==> config.mk <==
export PLATFORM = sky130hd
export DESIGN_NAME = instruction_prefetch_unit
export DESIGN_NICKNAME = d
export VERILOG_FILES = /design/src/rtl/instruction_prefetch_unit_pkg.sv /design/src/rtl/instruction_prefetch_unit_fetch_fifo.sv /design/src/rtl/instruction_prefetch_unit.sv
export SDC_FILE = /design/constraint.sdc
export NUM_CORES = 1
export LEC_CHECK = 0
export BUFFER_PORTS_ARGS = -buffer_cell sky130_fd_sc_hd__buf_2
export CAP_MARGIN = 10
export CORE_ASPECT_RATIO = 1.75
export CORE_MARGIN = 4
export CORE_UTILIZATION = 45
export CTS_CLUSTER_SIZE = 40
export DETAILED_ROUTE_END_ITERATION = 8
export GPL_TIMING_DRIVEN = 0
export PLACE_DENSITY_LB_ADDON = 0.25
export SYNTH_ARGS = -nofsm -noshare
export SYNTH_HDL_FRONTEND = slang
export SYNTH_SLANG_ARGS = --single-unit
==> constraint.sdc <==
create_clock -name clk -period 7.2 [get_ports clk]
set_input_delay 0.72 -clock clk [delete_from_list [all_inputs] [get_ports clk]]
set_output_delay 0.72 -clock clk [all_outputs]
set_load 0.01 [all_outputs]
==> src/rtl/instruction_prefetch_unit_pkg.sv <==
// Shared fetch-side types: FSM state encodings, PC stride and the {pc, instruction} FIFO entry.
package instruction_prefetch_unit_pkg;

    typedef enum logic [1:0] {
        FETCH_STATE_FETCH = 2'd0,
        FETCH_STATE_HOLD  = 2'd1,
        FETCH_STATE_FAULT = 2'd2
    } fetch_state_e;

    localparam logic [31:0] PC_STEP = 32'd4;
    localparam int          ENTRY_W = 64;

    typedef struct packed {
        logic [31:0] pc;
        logic [31:0] instr;
    } fetch_entry_t;

endpackage

==> src/rtl/instruction_prefetch_unit_fetch_fifo.sv <==
// Synchronous prefetch FIFO with flush; flush wins over a same-cycle push.
module fetch_fifo #(
    parameter int DEPTH = 4,
    parameter int WIDTH = 64
) (
    input  logic                       clk,
    input  logic                       rst,
    input  logic                       push_i,
    input  logic                       pop_i,
    input  logic                       flush_i,
    input  logic [WIDTH-1:0]           wdata_i,
    output logic [$clog2(DEPTH):0]     count_o,
    output logic [WIDTH-1:0]           head_o
);
    localparam int PW = $clog2(DEPTH);

    logic [WIDTH-1:0] mem_q [DEPTH];
    logic [PW-1:0]    wr_q, rd_q;
    logic [PW:0]      cnt_q;

    always_ff @(posedge clk or posedge rst) begin
        if (rst) begin
            wr_q  <= '0;
            rd_q  <= '0;
            cnt_q <= '0;
        end else if (flush_i) begin
            wr_q  <= '0;
            rd_q  <= '0;
            cnt_q <= '0;
        end else begin
            if (push_i) wr_q <= wr_q + PW'(1);
            if (pop_i)  rd_q <= rd_q + PW'(1);
            case ({push_i, pop_i})
                2'b10:   cnt_q <= cnt_q + (PW+1)'(1);
                2'b01:   cnt_q <= cnt_q - (PW+1)'(1);
                default: cnt_q <= cnt_q;
            endcase
        end
    end

    // Storage carries no reset; the head is qualified by count downstream.
    always_ff @(posedge clk) begin
        if (push_i && !flush_i) mem_q[wr_q] <= wdata_i;
    end

    assign count_o = cnt_q;
    assign head_o  = mem_q[rd_q];

endmodule

==> src/rtl/instruction_prefetch_unit.sv <==
// Fetch PC owner and prefetch queue feeding decode; redirects flush and restart fetch.
// Optional FETCH_MISALIGN_TRAP_EN: misaligned redirect targets trap into a sticky FAULT state.
module instruction_prefetch_unit
    import instruction_prefetch_unit_pkg::*;
#(
    parameter logic [31:0] RESET_PC   = 32'h0000_0000,
    parameter int          FIFO_DEPTH = 4
) (
    input  logic        clk,
    input  logic        reset,
    input  logic        fetch_enable,
    output logic [31:0] imem_pc,
    input  logic [31:0] imem_instruction,
    input  logic        redirect_valid,
    input  logic [31:0] redirect_pc,
    output logic        inst_valid,
    input  logic        inst_ready,
    output logic [31:0] inst_out,
    output logic [31:0] inst_pc,
    output logic        misaligned_fault,
    output logic [31:0] fault_pc
);
    localparam int CW = $clog2(FIFO_DEPTH) + 1;

    fetch_state_e  state_q;
    logic [31:0]   fetch_pc_q, fetch_pc_d;
    logic [31:0]   target;
    logic [CW-1:0] count;
    fetch_entry_t  head, wentry;
    logic          push, pop, space, faulted, redir_mis;

`ifdef FETCH_MISALIGN_TRAP_EN
    logic        fault_q;
    logic [31:0] fault_pc_q;
    assign target           = redirect_pc;
    assign redir_mis        = |redirect_pc[1:0];
    assign faulted          = (state_q == FETCH_STATE_FAULT);
    assign misaligned_fault = fault_q;
    assign fault_pc         = fault_pc_q;
`else
    assign target           = redirect_pc & ~32'h3;
    assign redir_mis        = 1'b0;
    assign faulted          = 1'b0;
    assign misaligned_fault = 1'b0;
    assign fault_pc         = 32'h0;
`endif

    assign inst_valid = (count != '0);
    assign pop        = inst_valid & inst_ready;
    assign space      = (count < CW'(FIFO_DEPTH));
    // A pop frees a slot in the same cycle, so a full queue still streams.
    assign push       = !faulted & fetch_enable & !redirect_valid & (space | pop);
    assign wentry     = '{pc: fetch_pc_q, instr: imem_instruction};

    always_comb begin
        fetch_pc_d = fetch_pc_q;
        if (redirect_valid) fetch_pc_d = target;
        else if (push)      fetch_pc_d = fetch_pc_q + PC_STEP;
    end

    always_ff @(posedge clk or posedge reset) begin
        if (reset) begin
            state_q    <= FETCH_STATE_FETCH;
            fetch_pc_q <= RESET_PC;
`ifdef FETCH_MISALIGN_TRAP_EN
            fault_q    <= 1'b0;
            fault_pc_q <= 32'h0;
`endif
        end else begin
            fetch_pc_q <= fetch_pc_d;
            if (redirect_valid) begin
                state_q <= redir_mis ? FETCH_STATE_FAULT : FETCH_STATE_HOLD;
`ifdef FETCH_MISALIGN_TRAP_EN
                fault_q <= redir_mis;
                if (redir_mis) fault_pc_q <= target;
`endif
            end else if (push) begin
                state_q <= FETCH_STATE_FETCH;
            end else if (!faulted) begin
                state_q <= FETCH_STATE_HOLD;
            end
        end
    end

    fetch_fifo #(.DEPTH(FIFO_DEPTH), .WIDTH(ENTRY_W)) u_fifo (
        .clk     (clk),
        .rst     (reset),
        .push_i  (push),
        .pop_i   (pop),
        .flush_i (redirect_valid),
        .wdata_i (wentry),
        .count_o (count),
        .head_o  (head)
    );

    assign imem_pc  = fetch_pc_q;
    assign inst_out = inst_valid ? head.instr : 32'h0;
    assign inst_pc  = inst_valid ? head.pc    : 32'h0;

endmodule
Word level (Yosys, flattened, before mapping)
Memories as Yosys holds them, arrays and structs flattened.
Index checks and enable logic that the tools add are counted.

word-level totals
  register bits = 39
  bits in latches = 0
  RAM bits = 256
  memory bits (read-only) = 0
  input port bits = 69
  output and inout bits = 130
  logic and storage cells = 35
  memories = 1

memory list
  memory        words  width  rd ports  clocked after memory_dff  wr ports  line                                        text
  u_fifo.mem_q  4      64     1         0                         1         instruction_prefetch_unit_fetch_fifo.sv:17  logic [WIDTH-1:0] mem_q [DEPTH];

operators by class
  add/sub/neg operators = 5
  $mul = 0
  divide/modulo/power cells = 0
  order comparisons = 1
  eq/ne operators = 2
  shift operators = 0
  muxes and demuxes = 12
  bitwise operators = 4
  reduce and logical (&&, ||, !) cells = 6

operator list
  kind                                                                 number
  32-bit 2-to-1 mux                                                    4
  32-bit by 3-bit adder with 32-bit output (second input constant)     1
  2-bit 2-to-1 mux                                                     4
  3-bit one-hot mux with 2 select lines                                1
  3-bit nonzero test                                                   2
  2-bit by 1-bit adder with 2-bit output (second input constant)       2
  2-bit nonzero test                                                   2
  3-bit by 1-bit adder with 3-bit output (second input constant)       1
  1-bit bitwise AND                                                    3
  3-bit < comparator (second input constant)                           1
  3-bit 2-to-1 mux                                                     1
  3-bit by 1-bit subtractor with 3-bit output (second input constant)  1
  2-bit by 1-bit == test with 1-bit output (second input constant)     1
  2-bit == test (second input constant)                                1
  1-bit 2-to-1 mux                                                     2
  1-bit logical AND                                                    1
  1-bit logical NOT                                                    1
  1-bit bitwise OR                                                     1

Longest topological paths before layout
Gate-level depths: netlist of the first run.

  word-level depth = 7
  depth in mapped cells = 9
  depth with buffers taken out = 9

Hierarchy
From an unflattened synthesis of the first run, not the netlist that was laid out.

second synthesis, totals
  cells, all modules = 676
  area, all modules = 12051.6 µm²

by module, submodules not included
  module                     times used  cells each  area an instance (µm²)  seq. area each (µm²)
  fetch_fifo                 1           376         9660.5                  7862.5
  instruction_prefetch_unit  1           300         2391.0                  750.7

Worst setup path after synthesis of the first run
No wires, ideal clock.

  path kind = input -> register
  from = input port redirect_valid
  to = memory u_fifo.mem_q[0][0], enable pin
  setup time = 427 ps
  arrival = 2610 ps
  required time = 6773 ps
  path slack = 4164 ps
  stages on the path = 3
  path buffers = 1
  cells stage by stage = clkbuf_1 nor2_1 and2_1

between the ends
  longest elaborated chain between the ends = 6

ends and longest elaborated chain
  what                                      line                                                                         text
  from (decl)                               instruction_prefetch_unit.sv:14                                              input logic redirect_valid,
  1-bit logical NOT *                       instruction_prefetch_unit_fetch_fifo.sv:43, instruction_prefetch_unit.sv:52
  1-bit bitwise AND (2 in a row)            instruction_prefetch_unit.sv:52                                              assign push = !faulted & fetch_enable & !redirect_valid & (space | pop);
  1-bit logical AND *                       instruction_prefetch_unit_fetch_fifo.sv:43                                   if (push_i && !flush_i) mem_q[wr_q] <= wdata_i;
  1-bit 2-to-1 mux *                        instruction_prefetch_unit_fetch_fifo.sv:43
  1-bit 2-to-1 mux (implied by the code) *  instruction_prefetch_unit_fetch_fifo.sv:43
  to (decl)                                 instruction_prefetch_unit_fetch_fifo.sv:17

Mark *: on every way between the ends. The rest lies on a longest branch, timed or not.

Worst setup path in the final report of the first run
  from = register u_fifo.rd_q[0]
  to = output port inst_pc[25]

between the ends
  longest elaborated chain between the ends = 2

ends and longest elaborated chain
  what                    line                                        text
  from (decl)             instruction_prefetch_unit_fetch_fifo.sv:18  logic [PW-1:0] wr_q, rd_q;
  from (signal assigned)  instruction_prefetch_unit_fetch_fifo.sv:32  if (pop_i) rd_q <= rd_q + PW'(1);
  memory 4 x 64 bit       n/a
  32-bit 2-to-1 mux       instruction_prefetch_unit.sv:98             assign inst_pc = inst_valid ? head.pc : 32'h0;
  to (decl)               instruction_prefetch_unit.sv:19             output logic [31:0] inst_pc,

No other way between the ends.

==> metrics.md, run 1 <==
| Metric | Value |
|---|---|
| Outcome | `complete, no violations` |
| Hold Vio Cnt, Final | `0` |
| Syn Std Cell Area | `0.0118 mm²` |
| Async set or reset register ratio after synthesis | `13.0%` |
| Worst skew pair latency | `530 ps` |
| Largest net degree at the start of global routing | `45` |
| Achievable clock frequency | `317 MHz` |
| Tcrit/Tclk final | `43.9%` |
| CP Capture Type | `output pin` |
| CTS max path bufs | `3` |
| Worst-Margin Slew | `818 ps` |
| Reg-to-Reg Start | `u_fifo.count_o[2]` |
| Count leader, synth | `edfxtp_1` |
| Die width | `130 µm` |
| Hold crit path type | `input pin to async pin` |
| Drt wl/cell | `19.9 µm` |
| Share of cells above drive strength 1 | `36.1%` |
| Antenna violation net count after detailed routing | `0` |
| Crit Path Class | `register to output pin` |
| Fin. max-slew vios | `0` |
| Setup violators final | `0` |
| Port buffer count | `158` |
| DR DRC count | `0` |
| CP max FO | `10` |
| 1st-iter DRT viols | `292` |
| I/O Pins | `199` |
| Reg2reg end | `u_fifo.mem_q[0][11]` |
| Worst VDD drop | `0.146 mV` |
| Placed Instances | `1189` |
| Req. time, crit path | `6480 ps` |
| Via density | `5.15` |
| Warnings, synthesis | `0` |
| Tmin final | `3160 ps` |
| Site Rows | `78` |
| Clock-pin slew on the worst setup and hold paths | `70 ps` |
| Area share of the largest cell type after synthesis | `63.1%` |
| Post-CTS Repair Setup Buffers | `0` |
| Vias post-DR | `6372` |
| Mapped Cells | `671` |
| Worst path arrival time | `2440 ps` |
| Total gr overflow | `0` |
| Power Density | `325 mW/mm²` |
| Synth Register Bits | `285` |
| Post-CTS sizing | `0` |
| Sequential fraction of the synthesis area | `70.9%` |
| First-pass GRT wire length | `38200 µm` |
| 1st-pass router iterations | `5` |
| CTS buffer count | `26` |
| Most used flip-flop cell after synthesis | `edfxtp_1` |
| Rel. slew slack | `45.4%` |
| CTS root buffer | `clkbuf_16` |
| Ant diodes | `0` |
| Yosys cell types | `39` |
| R2R depth | `5` |
| Detailed placer's ending HPWL | `16500 µm` |
| Gpl congestion | `0.799` |
| CTS Sinks | `285` |
| Die area | `0.0290 mm²` |
| Die Y-Extent | `222 µm` |
| H-tree depth | `1` |
| Final setup TNS | `0 ps` |
| Vias in the first global route | `6928` |
| DRT Wirelength | `24600 µm` |
| Reg2reg setup slack | `5120 ps` |
| Pleak | `5.23 nW` |
| Final nets | `972` |
| Post-Route Skew | `17.3 ps` |
| Core Box Area | `0.0259 mm²` |
| Mean Syn Cell Area | `17.6 µm²` |
| Post-synth top cells | `edfxtp_1, and2_1, mux4_2` |
| Total track usage | `17.1%` |
| Post-synth EDFFs | `248` |
| Critical Path Source Type | `register` |
| Initial Util | `45.7%` |
| Cts hold-fix bufs | `0` |
| Initial antenna violation count | `0` |
| Max cap viols | `0` |
| Area contributors post-synth | `edfxtp_1, mux4_2, dfrtp_1, and2_1, buf_4` |
| Syn-to-layout area delta | `19.9%` |
| RSZ-0062 raised after global routing | `false` |
| Post-synth top area cell | `edfxtp_1` |
| CTS tree | `done` |
| Post-route insts no fill | `1237` |
[worst max-delay path: stages (launching register included)]
cell	delay, ps
dfrtp_1	310
buf_2	270
buf_2	440
mux4_2	550
and2_1	180
buf_2	140
[cells in the final DEF (no fill, tap or decap), drive strengths merged, types with 7 or more instances in the layout]
master,Yosys,routed
conb,1,37
nand4,18,18
and2,69,69
edfxtp,248,248
nand2,33,33
buf,48,210
clkinv,0,7
xor2,22,22
mux4,62,62
o21ai,28,28
clkbuf,20,54
nand3,14,14
inv,7,7
xnor2,11,11
and3,7,7
nor2,15,15
dfrtp,37,37
[registers in the layout, summed over array words and instances (netlist names)]
| signal | cells |
|---|---|
| u_fifo.count_o | 3 |
| u_fifo.wr_q | 2 |
| u_fifo.mem_q | 248 |
| imem_pc | 30 |
| u_fifo.rd_q | 2 |
[cells by family after synthesis]
family,count (synthesis),share of synthesized area [%]
buf+inv,75,3.78
xor+xnor,33,2.45
fa+ha+maj,6,0.699
mux,67,12.3
flops,285,70.9
simple gates,171,8.42
compound gates,33,1.45
other cells,1,0.0317
[metal layers]
metal | part of all wire (%) | GRT usage (%) | up-vias
li1 | - | - | 2950
met1 | 39 | 20.2 | 3216
met2 | 55 | 32.0 | 181
met3 | 4.6 | 2.24 | 25
met4 | 1.8 | 4.75 | 0
met5 | 0 | 0 | -
[report_power, final]
part           switching (mW)  internal, mW
registers              0.0677          1.91
logic                   0.621         0.558
clock network           0.578         0.869
total                    1.27          3.33
[worst max-delay path by stage]
stage,from,endpoint,slack (ps),cells after the start
after global routing,u_fifo.count_o[0],inst_out[2],3840,5
after floorplan,redirect_valid,u_fifo.mem_q[0][0],4160,3
after CTS,u_fifo.count_o[0],inst_pc[14],3950,5
after global placement,redirect_valid,u_fifo.mem_q[1][13],2710,3
final,u_fifo.rd_q[0],inst_pc[25],4040,5
after detailed placement,u_fifo.count_o[0],inst_pc[14],4520,5
[stage by stage]
| step | worst slack [ps] | hold WS, ps | instance area, µm² | total power [mW] | util, % |
|---|---|---|---|---|---|
| finish | 4040 | 348 | 14200 | 4.60 | 54.8 |
| global route | 3840 | 382 | 14200 | 4.83 | 54.8 |
| CTS | 3950 | 354 | 14200 | 4.68 | 54.8 |
| detailed placement | 4520 | 575 | 13300 | 3.23 | 51.3 |
| global placement | 2710 | 562 | 13100 | 3.22 | 50.8 |
| floorplan | 4160 | 543 | 11900 | 2.77 | - |
[cell type report]
| type | instances | area, µm² |
|---|---|---|
| fill | 2138 | 11700 |
| sequential | 285 | 8370 |
| multi-input combinational | 347 | 3140 |
| timing repair buffer | 162 | 901 |
| clock buffer | 34 | 702 |
| buffer | 68 | 420 |
| tap | 320 | 400 |
| clock inverter | 14 | 203 |
| inverter | 7 | 26.3 |
(Power assumes the default switching activity.)
==> inputs of run 2 (changes only) <==
==> constraint.sdc (replaced) <==
create_clock -name clk -period 3.1 [get_ports clk]
set_input_delay 0.31 -clock clk [delete_from_list [all_inputs] [get_ports clk]]
set_output_delay 0.31 -clock clk [all_outputs]
set_load 0.01 [all_outputs]
==> run 2 against run 1 <==
- combinational power rose by 140%
- sequential power up 130%
- final cell count grew 4.4%
- flip-flop and latch count unchanged
- register-to-register slack lost 4100 ps
==> metrics.md, run 2 (same netlist as run 1, synthesis figures left out) <==
| Metric | Value |
|---|---|
| Clock-pin slew on the worst setup and hold paths | `60 ps` |
| Final nets | `1027` |
| Vias post-DR | `6599` |
| Post-Place Cell Area | `0.0133 mm²` |
| Port buffer count | `158` |
| 1st-iter DRT viols | `293` |
| Most frequent cells in the layout | `edfxtp_1, buf_2, and2_1, mux4_2, dlygate4sd3_1` |
| Total gr overflow | `0` |
| Final instance area | `0.0147 mm²` |
| Share of cells above drive strength 1 | `34.1%` |
| Register area | `0.00837 mm²` |
| First-pass GRT wire length | `38900 µm` |
| Vias in the first global route | `7123` |
| Max FFs per register | `248` |
| Worst path arrival time | `2450 ps` |
| 1st-pass router iterations | `4` |
| Worst VDD drop | `0.339 mV` |
| Critical Path Source Type | `register` |
| Die width | `130 µm` |
| Worst path buffer plus inverter count | `3` |
| CP dominant cell by count | `buf_2` |
| Die Y-Extent | `222 µm` |
| RSZ-0062 raised after global routing | `false` |
| Crit-path cells | `buf_2, buf_2, mux4_2, and2_1, buf_2` |
| Ant diodes | `0` |
| Antenna violation net count after detailed routing | `0` |
| CP max FO | `10` |
| Most common cell after layout, fill and taps aside | `edfxtp_1` |
| CP Capture Type | `output pin` |
| Post-Route Skew | `17.8 ps` |
| Initial antenna violation count | `0` |
| Achievable clock frequency | `363 MHz` |
| Detailed placer's ending HPWL | `16500 µm` |
| Req. time, crit path | `2790 ps` |
| Worst-Margin Slew | `819 ps` |
| Crit path from | `u_fifo.rd_q[0]` |
| Tmin final | `2760 ps` |
| CTS tree | `done` |
| HP Start | `redirect_pc[21]` |
| Syn-to-layout area delta | `24.6%` |
| Post-CTS sizing | `0` |
| CTS max path bufs | `3` |
| Core Box Area | `0.0259 mm²` |
| Power Density | `730 mW/mm²` |
| Most flop-heavy register | `u_fifo.mem_q` |
| Highest cell delay on the worst timing path | `550 ps` |
| Drt wl/cell | `19.3 µm` |
| Setup violators final | `0` |
| Rel. slew slack | `45.3%` |
| Site Rows | `78` |
| Multi-input gate area | `0.00314 mm²` |
| Largest net degree at the start of global routing | `45` |
| DR DRC count | `0` |
| Worst skew pair latency | `530 ps` |
| H-tree depth | `1` |
| Max cap viols | `0` |
| Fin. max-slew vios | `0` |
| CTS root buffer | `clkbuf_16` |
| Total track usage | `17.4%` |
| Die area | `0.0290 mm²` |
| Pleak | `5.45 nW` |
| Outcome | `complete, no violations` |
| DRT Wirelength | `25000 µm` |
| Initial Util | `45.7%` |
| Slowest CP cell | `mux4_2` |
| Final setup TNS | `0 ps` |
| Hold crit path type | `input pin to register` |
| Reg-to-Reg Start | `u_fifo.count_o[2]` |
| Gpl congestion | `0.799` |
| Via density | `5.11` |
| Tcrit/Tclk final | `88.9%` |
| CTS Sinks | `285` |
| Crit Path Class | `register to output pin` |
| Hold Vio Cnt, Final | `0` |
| Top delay family on crit path | `buffers and inverters` |
| Fill cells | `2081` |
| CTS buffer count | `26` |
| I/O Pins | `199` |
| Hold slack | `26.5 ps` |
## run 2: cell types whose count changed in the layout (fill, tap and decap cells not counted)
| cell | delta |
|---|---|
| dlygate4sd3_1 | +55 |
## run 2: power by group
part / total [mW] / switching, mW / leakage, nW / internal [mW]
Combinational: 2.79 / 1.45 / 2.31 / 1.34
Sequential: 4.58 / 0.157 / 2.71 / 4.43
Clock: 3.36 / 1.34 / 0.435 / 2.02
## run 2: final cells by class
cell class | count | area share [%]
timing repair buffer | 217 | 9.86
inverter | 7 | 0.179
multi-input combinational | 347 | 21.3
tap | 320 | 2.72
sequential | 285 | 56.9
clock buffer | 34 | 4.77
clock inverter | 14 | 1.38
buffer | 68 | 2.86
## run 2: per-stage QoR
step	utilization, %	power (mW)	instances	setup slack (ps)
after CTS	56.9	10.9	1292	261
after global routing	56.9	11.3	1292	146
after floorplan	-	6.43	707	451
after global placement	50.8	7.48	1185	-975
after detailed placement	51.3	7.51	1189	833
final	56.9	10.7	1292	343
## run 2: worst paths after layout
kind | end | slack (ps) | depth (start not counted)
min in group asynchronous | imem_pc[13] | 490 | 3
max | inst_pc[25] | 340 | 5
min | imem_pc[21] | 30 | 3
min reg2reg | u_fifo.wr_q[1] | 580 | 2
max reg2reg | u_fifo.mem_q[0][11] | 1020 | 5
max in group asynchronous | imem_pc[22] | 2090 | 3
## run 2: per-layer routing
layer  routed length, µm  vias up  part of all wire, %  track usage (%)
met5                   0        -                    0                0
met2               13800      195                   55             32.5
met3                1230       29                  4.9             2.29
met1                9470     3311                   38             20.5
met4                 446        0                  1.8             4.75
li1                    -     3064                    -                -
## run 2: repair_timing
action	4_1_cts	5_1_grt
hold buffers	55	0
setup buffers	0	0
endpoints found under the hold margin	187	0
## run 2: worst reg2reg max path, delay by kind of cell (launching register included)
| family | cells | cell delay [ps] |
|---|---|---|
| AND/OR/NAND/NOR | 2 | 790 |
| AO/OA/AOI/OAI | 1 | 110 |
| buffers and inverters | 2 | 400 |
| flip-flops | 1 | 420 |
==> inputs of run 3 (changes only) <==
--- a/config.mk
+++ b/config.mk
@@ -5,15 +5,18 @@
 export SDC_FILE = /design/constraint.sdc
 export NUM_CORES = 1
 export LEC_CHECK = 0
+export ABC_AREA = 1
 export BUFFER_PORTS_ARGS = -buffer_cell sky130_fd_sc_hd__buf_2
 export CAP_MARGIN = 10
 export CORE_ASPECT_RATIO = 1.75
 export CORE_MARGIN = 4
 export CORE_UTILIZATION = 45
+export CTS_BUF_LIST = sky130_fd_sc_hd__clkbuf_8
 export CTS_CLUSTER_SIZE = 40
 export DETAILED_ROUTE_END_ITERATION = 8
 export GPL_TIMING_DRIVEN = 0
 export PLACE_DENSITY_LB_ADDON = 0.25
+export RECOVER_POWER = 25
 export SYNTH_ARGS = -nofsm -noshare
 export SYNTH_HDL_FRONTEND = slang
 export SYNTH_SLANG_ARGS = --single-unit
==> run 3 against run 2 <==
- final cell count increased by 44%
- flip-flop and latch count unchanged
- critical path type unchanged
- global-route usage increased by 3.3 points
- utilization fell by 1.1 points
- largest cell class unchanged
- combinational power rose by 18%
- routed wire length grew 29%
- highest routed layer unchanged
- critical path depth rose by 2
==> metrics.md, run 3 <==
| Metric | Value |
|---|---|
| Outcome | `complete, no violations` |
| Total track usage | `20.7%` |
| CTS Sinks | `285` |
| Max FFs per register | `248` |
| Post-synth top area cell | `edfxtp_1` |
| Area contributors post-synth | `edfxtp_1, nor2_1, dfrtp_1, o21ai_0, nand2_1` |
| Rel. slew slack | `42.7%` |
| Gpl congestion | `0.918` |
| Syn-to-layout area delta | `22.4%` |
| Worst VDD drop | `0.350 mV` |
| Async set or reset register ratio after synthesis | `13.0%` |
| Setup ws final | `263 ps` |
| Worst-Margin Slew | `858 ps` |
| Req. time, crit path | `2790 ps` |
| Post-synth top cells | `nor2_1, edfxtp_1, nand2_1` |
| Via density | `4.98` |
| Die area | `0.0305 mm²` |
| Most frequent cells in the layout | `nor2_1, edfxtp_1, nand2_1, buf_2, o21ai_0` |
| Yosys cell types | `33` |
| Post-layout util | `55.8%` |
| DRT Wirelength | `32200 µm` |
| Final setup TNS | `0 ps` |
| Most used flip-flop cell after synthesis | `edfxtp_1` |
| Sequential fraction of the synthesis area | `67.3%` |
| Post-CTS Repair Setup Buffers | `0` |
| Critical Path Source Type | `register` |
| Antenna violation net count after detailed routing | `0` |
| Pleak | `6.04 nW` |
| Placed Instances | `1740` |
| Power Density | `718 mW/mm²` |
| Max cap viols | `0` |
| Crit Path Class | `register to output pin` |
| Worst skew pair latency | `540 ps` |
| Setup violators final | `0` |
| Hold slack | `31.5 ps` |
| Hold Vio Cnt, Final | `0` |
| Initial antenna violation count | `0` |
| CTS buffer count | `40` |
| RSZ-0062 raised after global routing | `false` |
| Die Y-Extent | `228 µm` |
| Fin. max-slew vios | `0` |
| Share of cells above drive strength 1 | `18.4%` |
| H-tree depth | `2` |
| I/O Pins | `199` |
| Core Box Area | `0.0273 mm²` |
| Tmin final | `2840 ps` |
| Warnings, synthesis | `0` |
| Die width | `134 µm` |
| Ant diodes | `0` |
| Post-synth EDFFs | `248` |
| Post-Route Skew | `26.2 ps` |
| Vias post-DR | `9240` |
| 1st-pass router iterations | `5` |
| Synth Register Bits | `285` |
| Port buffer count | `159` |
| CTS tree | `done` |
| Tcrit/Tclk final | `91.5%` |
| Most flop-heavy register | `u_fifo.mem_q` |
| Total Power | `10.9 mW` |
| CP Capture Type | `output pin` |
| Site Rows | `80` |
| Post-Place Cell Area | `0.0140 mm²` |
| Post-placement worst setup slack | `374 ps` |
| Most common cell after layout, fill and taps aside | `nor2_1` |
| Clock-pin slew on the worst setup and hold paths | `60 ps` |
| First-pass GRT wire length | `49100 µm` |
| Worst path arrival time | `2530 ps` |
| Vias in the first global route | `8837` |
| CTS max path bufs | `3` |
| Final nets | `1533` |
| Initial Util | `45.5%` |
| CTS root buffer | `clkbuf_8` |
| Area share of the largest cell type after synthesis | `59.8%` |
| DR DRC count | `0` |
| Syn Std Cell Area | `0.0124 mm²` |
| Count leader, synth | `nor2_1` |
| Hold crit path type | `input pin to register` |
| Largest net degree at the start of global routing | `38` |
| 1st-iter DRT viols | `601` |
| Mapped Cells | `1168` |
| Achievable clock frequency | `352 MHz` |
| Detailed placer's ending HPWL | `21900 µm` |
| CP max FO | `10` |
| Total gr overflow | `0` |
| Mean Syn Cell Area | `10.7 µm²` |
| Post-route insts no fill | `1855` |
| Drt wl/cell | `17.3 µm` |
| Final instance area | `0.0152 mm²` |
run 3: cell count changes after synthesis, moves of 10 or more:
cell and change:
inv_1 +39, xor2_1 -10, nand4_1 -13, and2_1 -68
a21oi_1 +64, mux4_2 -62, o21ai_0 +116, nand2_1 +125
nor2_1 +277, clkbuf_1 +12, nand3_1 +16
run 3: timing repair:
item,in CTS,in global routing
hold buffers,45,0
endpoints found under the setup margin,0,0
gates resized for setup,0,0
endpoints found under the hold margin,174,0
run 3: cells by family after synthesis:
group | share of synthesized area (%)
simple gates | 16.1
flops | 67.3
compound gates | 9.10
buf+inv | 5.74
xor+xnor | 1.06
fa+ha+maj | 0.663
other cells | 0.0301
run 3: worst paths after layout:
kind	to	from	slack [ps]	cells past startpoint
setup / recovery	inst_pc[25]	u_fifo.rd_q[0]	260	7
hold / removal	imem_pc[7]	redirect_pc[7]	30	3
setup reg to reg	u_fifo.mem_q[0][59]	u_fifo.count_o[2]	530	6
hold reg to reg	u_fifo.count_o[1]	u_fifo.count_o[1]	550	2
max in group asynchronous	imem_pc[26]	reset	2050	3
min in group asynchronous	imem_pc[4]	reset	490	3
run 3: critical path, stage by stage (launching register included):
cell and delay [ps]:
dfrtp_1 350, buf_2 200, clkinv_2 170, buf_4 230
clkbuf_1 420, o21ai_0 190, a21oi_1 250, buf_2 180
run 3: per-layer routing:
layer  vias up  track usage, %  part of all wire, %
met3        76            2.47                  4.5
li1       4475               -                    -
met1      4385            23.6                   38
met5         -               0                    0
met4         0            9.91                  4.5
met2       304            38.1                   53
run 3: layout make-up:
| cell class | count | area [µm²] |
|---|---|---|
| plain buffers | 91 | 522 |
| clock buffers | 41 | 564 |
| clock inverters | 29 | 225 |
| fillers | 2389 | 12100 |
| inverters | 51 | 193 |
| multi-input cells | 777 | 3520 |
| flip-flops and latches | 285 | 8370 |
| well taps | 369 | 462 |
| repair buffers | 212 | 1370 |
run 3: power breakdown:
group | switching (mW) | internal, mW
combinational | 2.19 | 1.09
clock | 1.37 | 1.57
sequential | 0.230 | 4.49
